<file path="config.mk">
export PLATFORM = sky130hd
export DESIGN_NAME = vga_timing_stream
export DESIGN_NICKNAME = d
export VERILOG_FILES = /design/src/rtl/vga_timing_stream.sv
export SDC_FILE = /design/constraint.sdc
export NUM_CORES = 1
export LEC_CHECK = 0
export CORE_AREA = 2 2 80 82
export DETAILED_ROUTE_END_ITERATION = 6
export DIE_AREA = 0 0 82 84
export PLACE_DENSITY = 0.78
export SLEW_MARGIN = 40
export SYNTH_ARGS = -nofsm -noshare
export SYNTH_HDL_FRONTEND = slang
export SYNTH_SLANG_ARGS = --single-unit
</file>
<file path="constraint.sdc">
create_clock -name pixel_clk -period 2.7 [get_ports pixel_clk]
set_clock_uncertainty 0.05 [all_clocks]
set_input_delay 0.54 -clock pixel_clk [delete_from_list [all_inputs] [get_ports pixel_clk]]
set_output_delay 0.54 -clock pixel_clk [all_outputs]
set_load 0.01 [all_outputs]
</file>
<file path="src/rtl/vga_timing_stream.sv">
// vga_timing_stream: parametrised VGA sync/blank generator with stream or test-pattern RGB
module vga_timing_stream #(
  parameter int HDISP  = 800,
  parameter int VDISP  = 480,
  parameter int HFP    = 40,
  parameter int HPULSE = 48,
  parameter int HBP    = 40,
  parameter int VFP    = 13,
  parameter int VPULSE = 3,
  parameter int VBP    = 29,
  parameter bit HS_POL = 1'b0,
  parameter bit VS_POL = 1'b0
) (
  input  logic        pixel_clk,
  input  logic        pixel_rst,
  input  logic        enable,
  input  logic [1:0]  mode,
  input  logic [23:0] pix_data,
  input  logic        pix_valid,
  output logic        pix_ready,
  input  logic        underflow_clr,
  output logic        HS,
  output logic        VS,
  output logic        BLANK,
  output logic [23:0] RGB,
  output logic        sof,
  output logic        underflow
);
  localparam int HSTART = HFP + HPULSE + HBP;
  localparam int VSTART = VFP + VPULSE + VBP;
  localparam int HTOTAL = HSTART + HDISP;
  localparam int VTOTAL = VSTART + VDISP;
  localparam int HW = $clog2(HTOTAL);
  localparam int VW = $clog2(VTOTAL);
  localparam int BARW = HDISP / 8;
  localparam int BW = BARW > 1 ? $clog2(BARW) : 1;
  localparam logic [HW-1:0] H_LAST = HW'(HTOTAL - 1);
  localparam logic [VW-1:0] V_LAST = VW'(VTOTAL - 1);
  localparam logic [HW-1:0] H_ST = HW'(HSTART);
  localparam logic [VW-1:0] V_ST = VW'(VSTART);
  localparam logic [HW-1:0] HS_A = HW'(HFP);
  localparam logic [HW-1:0] HS_B = HW'(HFP + HPULSE);
  localparam logic [VW-1:0] VS_A = VW'(VFP);
  localparam logic [VW-1:0] VS_B = VW'(VFP + VPULSE);
  localparam logic [BW-1:0] BX_LAST = BW'(BARW - 1);
  localparam logic [23:0] BAR_C [8] = '{24'hFFFFFF, 24'hFFFF00, 24'h00FFFF, 24'h00FF00,
                                        24'hFF00FF, 24'hFF0000, 24'h0000FF, 24'h000000};
  logic [HW-1:0] h_q, h_d;
  logic [VW-1:0] v_q, v_d;
  logic [1:0]    mode_q, mode_d;
  logic [BW-1:0] bx_q, bx_d;
  logic [2:0]    bar_q, bar_d;
  logic          hs_q, hs_d, vs_q, vs_d, blank_q, sof_q, uf_q, uf_d;
  logic [23:0]   rgb_q, rgb_d, pat;
  logic [3:0]    gx, gy;
  logic          act, fs, h_end;
  // Counter advance, region decode and next pixel selection; bar counters track the current h
  always_comb begin
    h_end = h_q == H_LAST;
    fs = enable && h_q == '0 && v_q == '0;
    act = enable && h_q >= H_ST && v_q >= V_ST;
    pix_ready = act && mode_q == 2'd0;
    h_d = (!enable || h_end) ? '0 : h_q + 1'b1;
    v_d = !enable ? '0 : h_end ? (v_q == V_LAST ? '0 : v_q + 1'b1) : v_q;
    mode_d = fs ? mode : mode_q;
    bx_d = (h_d == H_ST || bx_q == BX_LAST) ? '0 : bx_q + 1'b1;
    bar_d = h_d == H_ST ? 3'd0 : (bx_q == BX_LAST && bar_q != 3'd7) ? bar_q + 3'd1 : bar_q;
    gx = 4'(h_q - H_ST);
    gy = 4'(v_q - V_ST);
    pat = mode_q == 2'd1 ? ((gx == 4'd0 || gy == 4'd0) ? 24'hFFFFFF : 24'h0) :
          mode_q == 2'd2 ? BAR_C[bar_q] : 24'h0;
    rgb_d = !act ? 24'h0 : mode_q == 2'd0 ? (pix_valid ? pix_data : 24'h0) : pat;
    hs_d = (enable && h_q >= HS_A && h_q < HS_B) ? HS_POL : ~HS_POL;
    vs_d = (enable && v_q >= VS_A && v_q < VS_B) ? VS_POL : ~VS_POL;
    uf_d = enable && ((pix_ready && !pix_valid) || (uf_q && !underflow_clr));
  end
  // State and registered outputs; disable idles everything one edge after enable falls
  always_ff @(posedge pixel_clk or posedge pixel_rst) begin
    if (pixel_rst) begin
      h_q <= '0;
      v_q <= '0;
      mode_q <= 2'd0;
      bx_q <= '0;
      bar_q <= 3'd0;
      hs_q <= ~HS_POL;
      vs_q <= ~VS_POL;
      blank_q <= 1'b0;
      rgb_q <= 24'h0;
      sof_q <= 1'b0;
      uf_q <= 1'b0;
    end else begin
      h_q <= h_d;
      v_q <= v_d;
      mode_q <= mode_d;
      bx_q <= bx_d;
      bar_q <= bar_d;
      hs_q <= hs_d;
      vs_q <= vs_d;
      blank_q <= act;
      rgb_q <= rgb_d;
      sof_q <= fs;
      uf_q <= uf_d;
    end
  end
  assign HS = hs_q;
  assign VS = vs_q;
  assign BLANK = blank_q;
  assign RGB = rgb_q;
  assign sof = sof_q;
  assign underflow = uf_q;
endmodule

</file>
Word level (Yosys, flattened, before mapping)

Memories as Yosys holds them, arrays and structs flattened.
Cells that the tools add are included.

Register bits after elaboration: 61
ROM bits: 192
Input port bits: 31
Output and inout bits: 30
Word-level logic and storage cells: 77
Memories: 1

Memory list:

| memory           | depth | width | read ports | clocked after Yosys merged registers in | wr ports | line | text |
|---|---|---|---|---|---|---|---|
| (name not given) | 8     | 24    | 1          | 0                                       | 0        | 71   | `mode_q == 2'd2 ? BAR_C[bar_q] : 24'h0;` |

Add/subtract/negate cells: 6
$lt $le $gt $ge: 7
Eq/ne operators: 8
Muxes and demuxes: 17
Bitwise gates (word level): 1
Reduce and logical (&&, ||, !) cells: 26

Operators with widths:

| operator                                                                       | number |
|---|---|
| 24-bit 2-to-1 mux                                                              | 8 |
| 10-bit 2-to-1 mux                                                              | 4 |
| 10-bit by 1-bit adder with 10-bit output (second input constant)               | 2 |
| 10-bit equality test (second input constant)                                   | 2 |
| 10-bit by 6-bit >= comparator with 1-bit output (second input constant)        | 2 |
| 10-bit logical NOT                                                             | 2 |
| 1-bit logical AND                                                              | 13 |
| 10-bit by 8-bit equality test with 1-bit output (second input constant)        | 1 |
| 10-bit by 4-bit >= comparator with 1-bit output (second input constant)        | 1 |
| 10-bit by 8-bit >= comparator with 1-bit output (second input constant)        | 1 |
| 10-bit by 5-bit less-than comparator with 1-bit output (second input constant) | 1 |
| 10-bit by 7-bit less-than comparator with 1-bit output (second input constant) | 1 |
| 4-bit logical NOT                                                              | 2 |
| 7-bit by 1-bit adder with 7-bit output (second input constant)                 | 1 |
| 7-bit equality test (second input constant)                                    | 1 |
| 7-bit 2-to-1 mux                                                               | 1 |
| 3-bit 2-to-1 mux                                                               | 2 |
| 4-bit >= comparator (second input constant)                                    | 1 |
| 1-bit logical OR                                                               | 4 |
| 3-bit inverter with 4-bit output                                               | 1 |
| 4-bit by 1-bit subtractor with 4-bit output (second input constant)            | 1 |
| 4-bit subtractor (second input constant)                                       | 1 |
| 3-bit by 1-bit adder with 3-bit output (second input constant)                 | 1 |
| 1-bit logical NOT                                                              | 3 |
| 7 further kinds                                                                | 8 |

Logic depth before layout (Yosys ltp)

Gate-level depths: netlist of the first run.

Word-level depth: 8
Mapped depth: 8
Gate-level depth less buffers: 7

Worst setup path after synthesis of the first run

Ideal clock, no wire load.

Kind: flip-flop to flip-flop
From: register h_q[0]
To: register v_q[8]
Setup time: 0.130 ns
Arrival time: 1.956 ns
Required time: 2.520 ns
Setup slack: 0.564 ns
Cell stages (with the launch flop): 7
Buffers on the path: 0
Clock period less this slack: 2.136 ns
Cell sequence: dfrtp_1 > ha_1 > nand4_2 > or4_4 > or3b_1 > xor2_1 > nor2_2

Longest elaborated chain between the ends: 2

Ends and longest elaborated chain:

| item                                                       | line | text |
|---|---|---|
| start: declaration                                         | 48   | `logic [HW-1:0] h_q, h_d;` |
| start signal: assignment                                   | 80   | `h_q <= '0;` |
| start signal: assignment                                   | 92   | `h_q <= h_d;` |
| 10-bit equality test                                       | 59   | `h_end = h_q == H_LAST;` |
| 2-bit by 1-bit inequality test with 1-bit output (no line) | -    |  |
| end signal: assignment                                     | 93   | `v_q <= v_d;` |
| end: declaration                                           | 49   | `logic [VW-1:0] v_q, v_d;` |

No other way between the ends.
A chain may end at the register's enable or synchronous reset.

Final worst setup path of the first run

From: register v_q[0]
To: output pix_ready

Longest elaborated chain between the ends: 3

Ends and longest elaborated chain:

| item                                            | line | text |
|---|---|---|
| 10-bit by 6-bit >= comparator with 1-bit output | 61   | `act = enable && h_q >= H_ST && v_q >= V_ST;` |
| 1-bit logical AND                               | 61   |  |
| 1-bit logical AND                               | 62   | `pix_ready = act && mode_q == 2'd0;` |
| end: declaration                                | 20   | `output logic pix_ready,` |

No other way between the ends.

==> results of run 1 <==
## path summary, 6_finish.rpt
kind	slack (ns)	end	from
worst max register to register	0.21	bx_q[6]	h_q[0]
max in group asynchronous	1.43	HS	pixel_rst
worst min-delay path	0.41	bx_q[0]	bx_q[0]
worst min register to register	0.41	bx_q[0]	bx_q[0]
min in group asynchronous	0.52	RGB[13]	pixel_rst
worst max-delay path	0.20	pix_ready	v_q[0]
## flip-flops by register name (all words and copies together), names as in the netlist, 2 cells and up
signal	cells
RGB	24
h_q	10
mode_q	2
bar_q	3
v_q	10
bx_q	7
## area by class of cell
class / instances / area, um^2 / area share, %
Tap cell: 77 / 96.3 / 2.45
Clock buffer: 10 / 138 / 3.50
Clock inverter: 6 / 62.6 / 1.59
Sequential cell: 61 / 1530 / 38.9
Inverter: 13 / 48.8 / 1.24
Timing Repair Buffer: 70 / 687 / 17.5
Multi-Input combinational cell: 207 / 1370 / 34.9
## metrics by stage
| stage | cells | cell area, um^2 | hold slack [ns] | utilization [%] |
|---|---|---|---|---|
| CTS | 444 | 3930 | 0.413 | 64.4 |
| finish | 444 | 3930 | 0.411 | 64.5 |
| floorplan | 295 | 3020 | 0.381 | - |
| global placement | 426 | 3710 | 0.403 | 60.9 |
| global route | 444 | 3930 | 0.449 | 64.5 |
| detailed placement | 426 | 3710 | 0.404 | 60.9 |
## layer usage
metal  global-route usage (%)  vias up  wire length [um]
met5                        0        -                 0
li1                         -     1169                 -
met3                     5.30        9               454
met2                     30.2       86              2940
met4                     7.42        0                84
met1                     28.4     1138              2940
## worst max-delay path, delay by kind of cell (launching register included)
kind / cells / cell delay, ns
and+or+nand+nor: 1 / 0.07
DFF: 1 / 0.44
buffers and inverters: 2 / 0.40
adders and majority gates: 1 / 0.20
AOI/OAI and AO/OA: 3 / 0.46
## cells in the final DEF (no fill, tap or decap), types with 3 or more instances in the layout
master           count
a21oi_1             30
and2_1               5
buf_4                9
clkbuf_8            10
clkdlybuf4s50_1     59
clkinvlp_4           3
dfrtp_1             58
ha_1                10
inv_1               11
nand2_1             12
nand2b_1             3
nand3_1             10
nand4_1             10
nor2_1              23
nor3_1              12
nor3b_1             25
o21ai_0             11
or3_1                4
xnor2_1             12
xor2_1               9
## report_power, final
group | switching [mW] | internal (mW)
clock | 0.371 | 0.447
combinational | 0.123 | 0.116
sequential | 0.0178 | 0.926
## what timing repair did
| action | in CTS | in global routing |
|---|---|---|
| hold endpoints to repair | 0 | 0 |
| setup buffers | 2 | 0 |
| resized for setup | 3 | 3 |
| setup endpoints to repair | 1 | 10 |
## cell families (layout without fill, tap and decap cells)
group                    after synthesis  count (layout)  synth area share (%)
multiplexers                           4               4                  1.41
adder cells (fa/ha/maj)               10              10                  4.14
AO/OA/AOI/OAI                         52              52                  10.2
buffers and inverters                 27              99                  4.35
AND/OR/NAND/NOR                      120             120                  23.2
XOR/XNOR                              21              21                  6.09
flip-flops                            61              61                  50.6
==> reports/qor.txt, run 1 <==
sequential-to-total area share from yosys stat: 50.6%
Reg2Reg Depth: 6
DRC viols: 0
Hold Buf Count CTS: 0
die area: 0.00689 mm^2
most frequent cell after synthesis: dfrtp_1
pwr dens: 509 mW/mm^2
DIE WIDTH: 82 um
number of setup violations in the final report: 0
Crit Path Max Fanout: 4
vias in the first global route: 2,278
GRT Total Usage: 20.3%
IO Count: 61
Worst Path Required: 2.11 ns
worst hold path class: flop to flop
unrepaired setup endpoints after global routing: false
outcome: completed
Worst path max stage delay: 0.44 ns
critical-path cell list: inv_1, ha_1, a21oi_2, o21a_1, o21ai_1, nor2_1, dlygate4sd2_1
worst-margin pin slew: 0.715 ns
antenna cell count: 0
share of post-route cells with drive strength above 1: 12.0%
cts bufs inserted: 9
Clk Latency, worst-skew pair: 0.34 ns
1st-iter DRT viols: 137
Final Net Count: 403
CP endpoint kind: primary output
Commonest cells post-synth: 59 x dfrtp_1, 31 x a21oi_1, 25 x nor3b_1, 23 x nor2_1, 13 x inv_1
Unique masters post-synth: 41
synth top area cells: dfrtp_1 49%, nor3b_1 6.2%, a21oi_1 5.1%
post-synth top area cell: dfrtp_1
vias: 2,402
# Max-Cap Violations: 0
warning count from the yosys run: 0
DR WL/cell: 14.4 um
slowest CP cell: dfrtp_2
Area growth, synth to finish: 30.2%
Post-Syn Instances: 295
clk slew on worst S/H paths: 0.08 ns
Final ANT Viol Nets: 0
Clock Tree Buf Depth: 2
routability cong.: 0.826
hpwl dp: 4.37 mm
H-tree level count: 3
final wirelength: 6.42 mm
Peak Freq: 400 MHz
critical path arrival: 1.91 ns
vias per cell: 5.41
CTS sink cnt: 61
mapped cell area: 0.00302 mm^2
final worst slack: 0.202 ns
Tcrit/Tclk final: 92.5%
final setup TNS: 0 ns
initial antenna violation count: 0
hold depth: 1
Worst Path Class, Setup: flop to primary output
Overall Power: 2.00 mW
Pre-antenna DRT Iters: 4
die height: 84 um
setup slack at placement: 0.0175 ns
min Tclk post-route: 2.50 ns
syn_nets: 336
pin count of the biggest net entering global routing: 38
FFs w/ async S/R, synth: 100%
I/O Buffers: 60
final hold violations: 0
prevailing post-synth register cell: dfrtp_1
Placeable Area: 0.00610 mm^2
Post-synth EDFFs: 0
Cell Rows: 29
Pleak: 1.66 nW
peak supply drop: 0.000383 V
area share of the largest cell type after synthesis: 48.9%
Rel. slew slack: 51.9%
Yosys reg bits: 61
TritonCTS clock tree: yes
starting density of the core: 49.5%
CTS root buf: clkbuf_8
number of fill cells: 494
Worst setup SP type: flop
total grt overflow: 0
first-pass GRT wire length: 10.7 mm
Slew Viols, Final: 0
Avg Cell Area, Syn: 10.2 um^2
Power figures use the tool's default switching activity.
==> run 2: changes to the inputs <==
Settings changed: MAX_ROUTING_LAYER set to met4.
==> reports/qor.txt, run 2 (synthesis results as in run 1) <==
vias: 2,401
min Tclk post-route: 2.50 ns
die height: 84 um
critical-path cell list: inv_2, ha_1, inv_1, a21oi_2, o21a_1, o21ai_1, nor2_1, dlygate4sd2_1
die area: 0.00689 mm^2
Final Net Count: 403
Tcrit/Tclk final: 92.7%
pwr dens: 509 mW/mm^2
initial antenna violation count: 0
unrepaired setup endpoints after global routing: false
CP endpoint kind: primary output
Peak Freq: 400 MHz
final hold violations: 0
Rel. slew slack: 49.9%
final worst slack: 0.197 ns
DRC viols: 0
commonest non-fill, non-tap cell in the layout: clkdlybuf4s50_1
critical path arrival: 1.91 ns
antenna cell count: 0
Hold Buf Count CTS: 0
CTS root buf: clkbuf_8
Clk Latency, worst-skew pair: 0.34 ns
cts bufs inserted: 9
slowest CP cell: dfrtp_1
CTS sink cnt: 61
final wirelength: 6.41 mm
final design utilization: 64.5%
1st-iter DRT viols: 136
GRT Total Usage: 20.8%
max reg flops: 24
clk slew on worst S/H paths: 0.07 ns
Final ANT Viol Nets: 0
IO Count: 61
Worst Path Class, Setup: flop to primary output
Placeable Area: 0.00610 mm^2
final setup TNS: 0 ns
Cell Rows: 29
Crit Path Max Fanout: 6
first-pass GRT wire length: 10.7 mm
DIE WIDTH: 82 um
worst hold path class: flop to flop
hpwl dp: 4.37 mm
total grt overflow: 0
DR WL/cell: 14.4 um
outcome: completed
Pleak: 1.66 nW
routability cong.: 0.838
Non-Filler Instances: 444
Slew Viols, Final: 0
Worst setup SP type: flop
DP Cell Count: 426
I/O Buffers: 60
peak supply drop: 0.000384 V
Worst Path Required: 2.11 ns
number of setup violations in the final report: 0
worst-margin pin slew: 0.743 ns
Buffers & Inverters on Critical Path: 3
most frequent cells in the layout: 59 x clkdlybuf4s50_1, 58 x dfrtp_1, 30 x a21oi_1, 25 x nor3b_1, 23 x nor2_1
Pre-antenna DRT Iters: 4
starting density of the core: 49.5%
# Max-Cap Violations: 0
setup slack at placement: 0.0175 ns
H-tree level count: 3
Area growth, synth to finish: 30.2%
vias per cell: 5.41
vias in the first global route: 2,278
TritonCTS clock tree: yes
pin count of the biggest net entering global routing: 38
share of post-route cells with drive strength above 1: 12.0%
crit-path leading delay family: compound AO/OA/AOI/OAI gates
Worst path max stage delay: 0.43 ns
Clock Tree Buf Depth: 2
[run 2: routing by layer]
metal / track usage, % / up-vias / part of all wire, %
met1: 28.4 / 1146 / 46
met4: 6.06 / 0 / 1.1
met2: 30.2 / 80 / 46
met5: - / - / 0
li1: - / 1169 / -
met3: 6.28 / 6 / 7.1
[run 2: final timing paths]
kind,to,slack [ns],startpoint,cells after the start
min in group asynchronous,RGB[13],0.51,pixel_rst,2
worst min register to register,bx_q[0],0.41,bx_q[0],1
worst max register to register,bx_q[6],0.25,h_q[0],6
worst min-delay path,bx_q[0],0.41,bx_q[0],1
max in group asynchronous,HS,1.44,pixel_rst,3
worst max-delay path,pix_ready,0.20,v_q[1],8
[run 2: timing repair]
item                                    4_1_cts  5_1_grt
endpoints found under the setup margin        1       10
setup buffers                                 2        0
resized for setup                             3        3
[run 2: metrics by stage]
step | hold slack (ns) | power [mW] | area [um^2]
6_report | 0.413 | 2.00 | 3930
2_1_floorplan | 0.381 | 1.11 | 3020
3_3_place_gp | 0.403 | 1.20 | 3710
4_1_cts | 0.413 | 2.02 | 3930
5_1_grt | 0.449 | 2.10 | 3930
3_5_place_dp | 0.404 | 1.20 | 3710
[run 2: layout make-up]
cell class	instances	area, um^2
flip-flops and latches	61	1530
clock buffers	10	138
clock inverters	6	62.6
multi-input cells	207	1370
well taps	77	96.3
inverters	13	48.8
fillers	494	2160
repair buffers	70	687
[run 2: power by group]
part | leakage [nW] | total [mW] | internal (mW) | switching, mW
Sequential | 0.810 | 0.944 | 0.926 | 0.0178
Combinational | 0.759 | 0.239 | 0.116 | 0.123
Clock | 0.0943 | 0.821 | 0.447 | 0.373
Total | 1.66 | 2.00 | 1.49 | 0.514
[run 2: worst register-to-register path: cells and delay by family (launching register included)]
kind | cells | cell delay (ns)
fa+ha+maj | 1 | 0.31
flops | 1 | 0.45
compound gates | 2 | 0.76
simple gates | 3 | 0.78
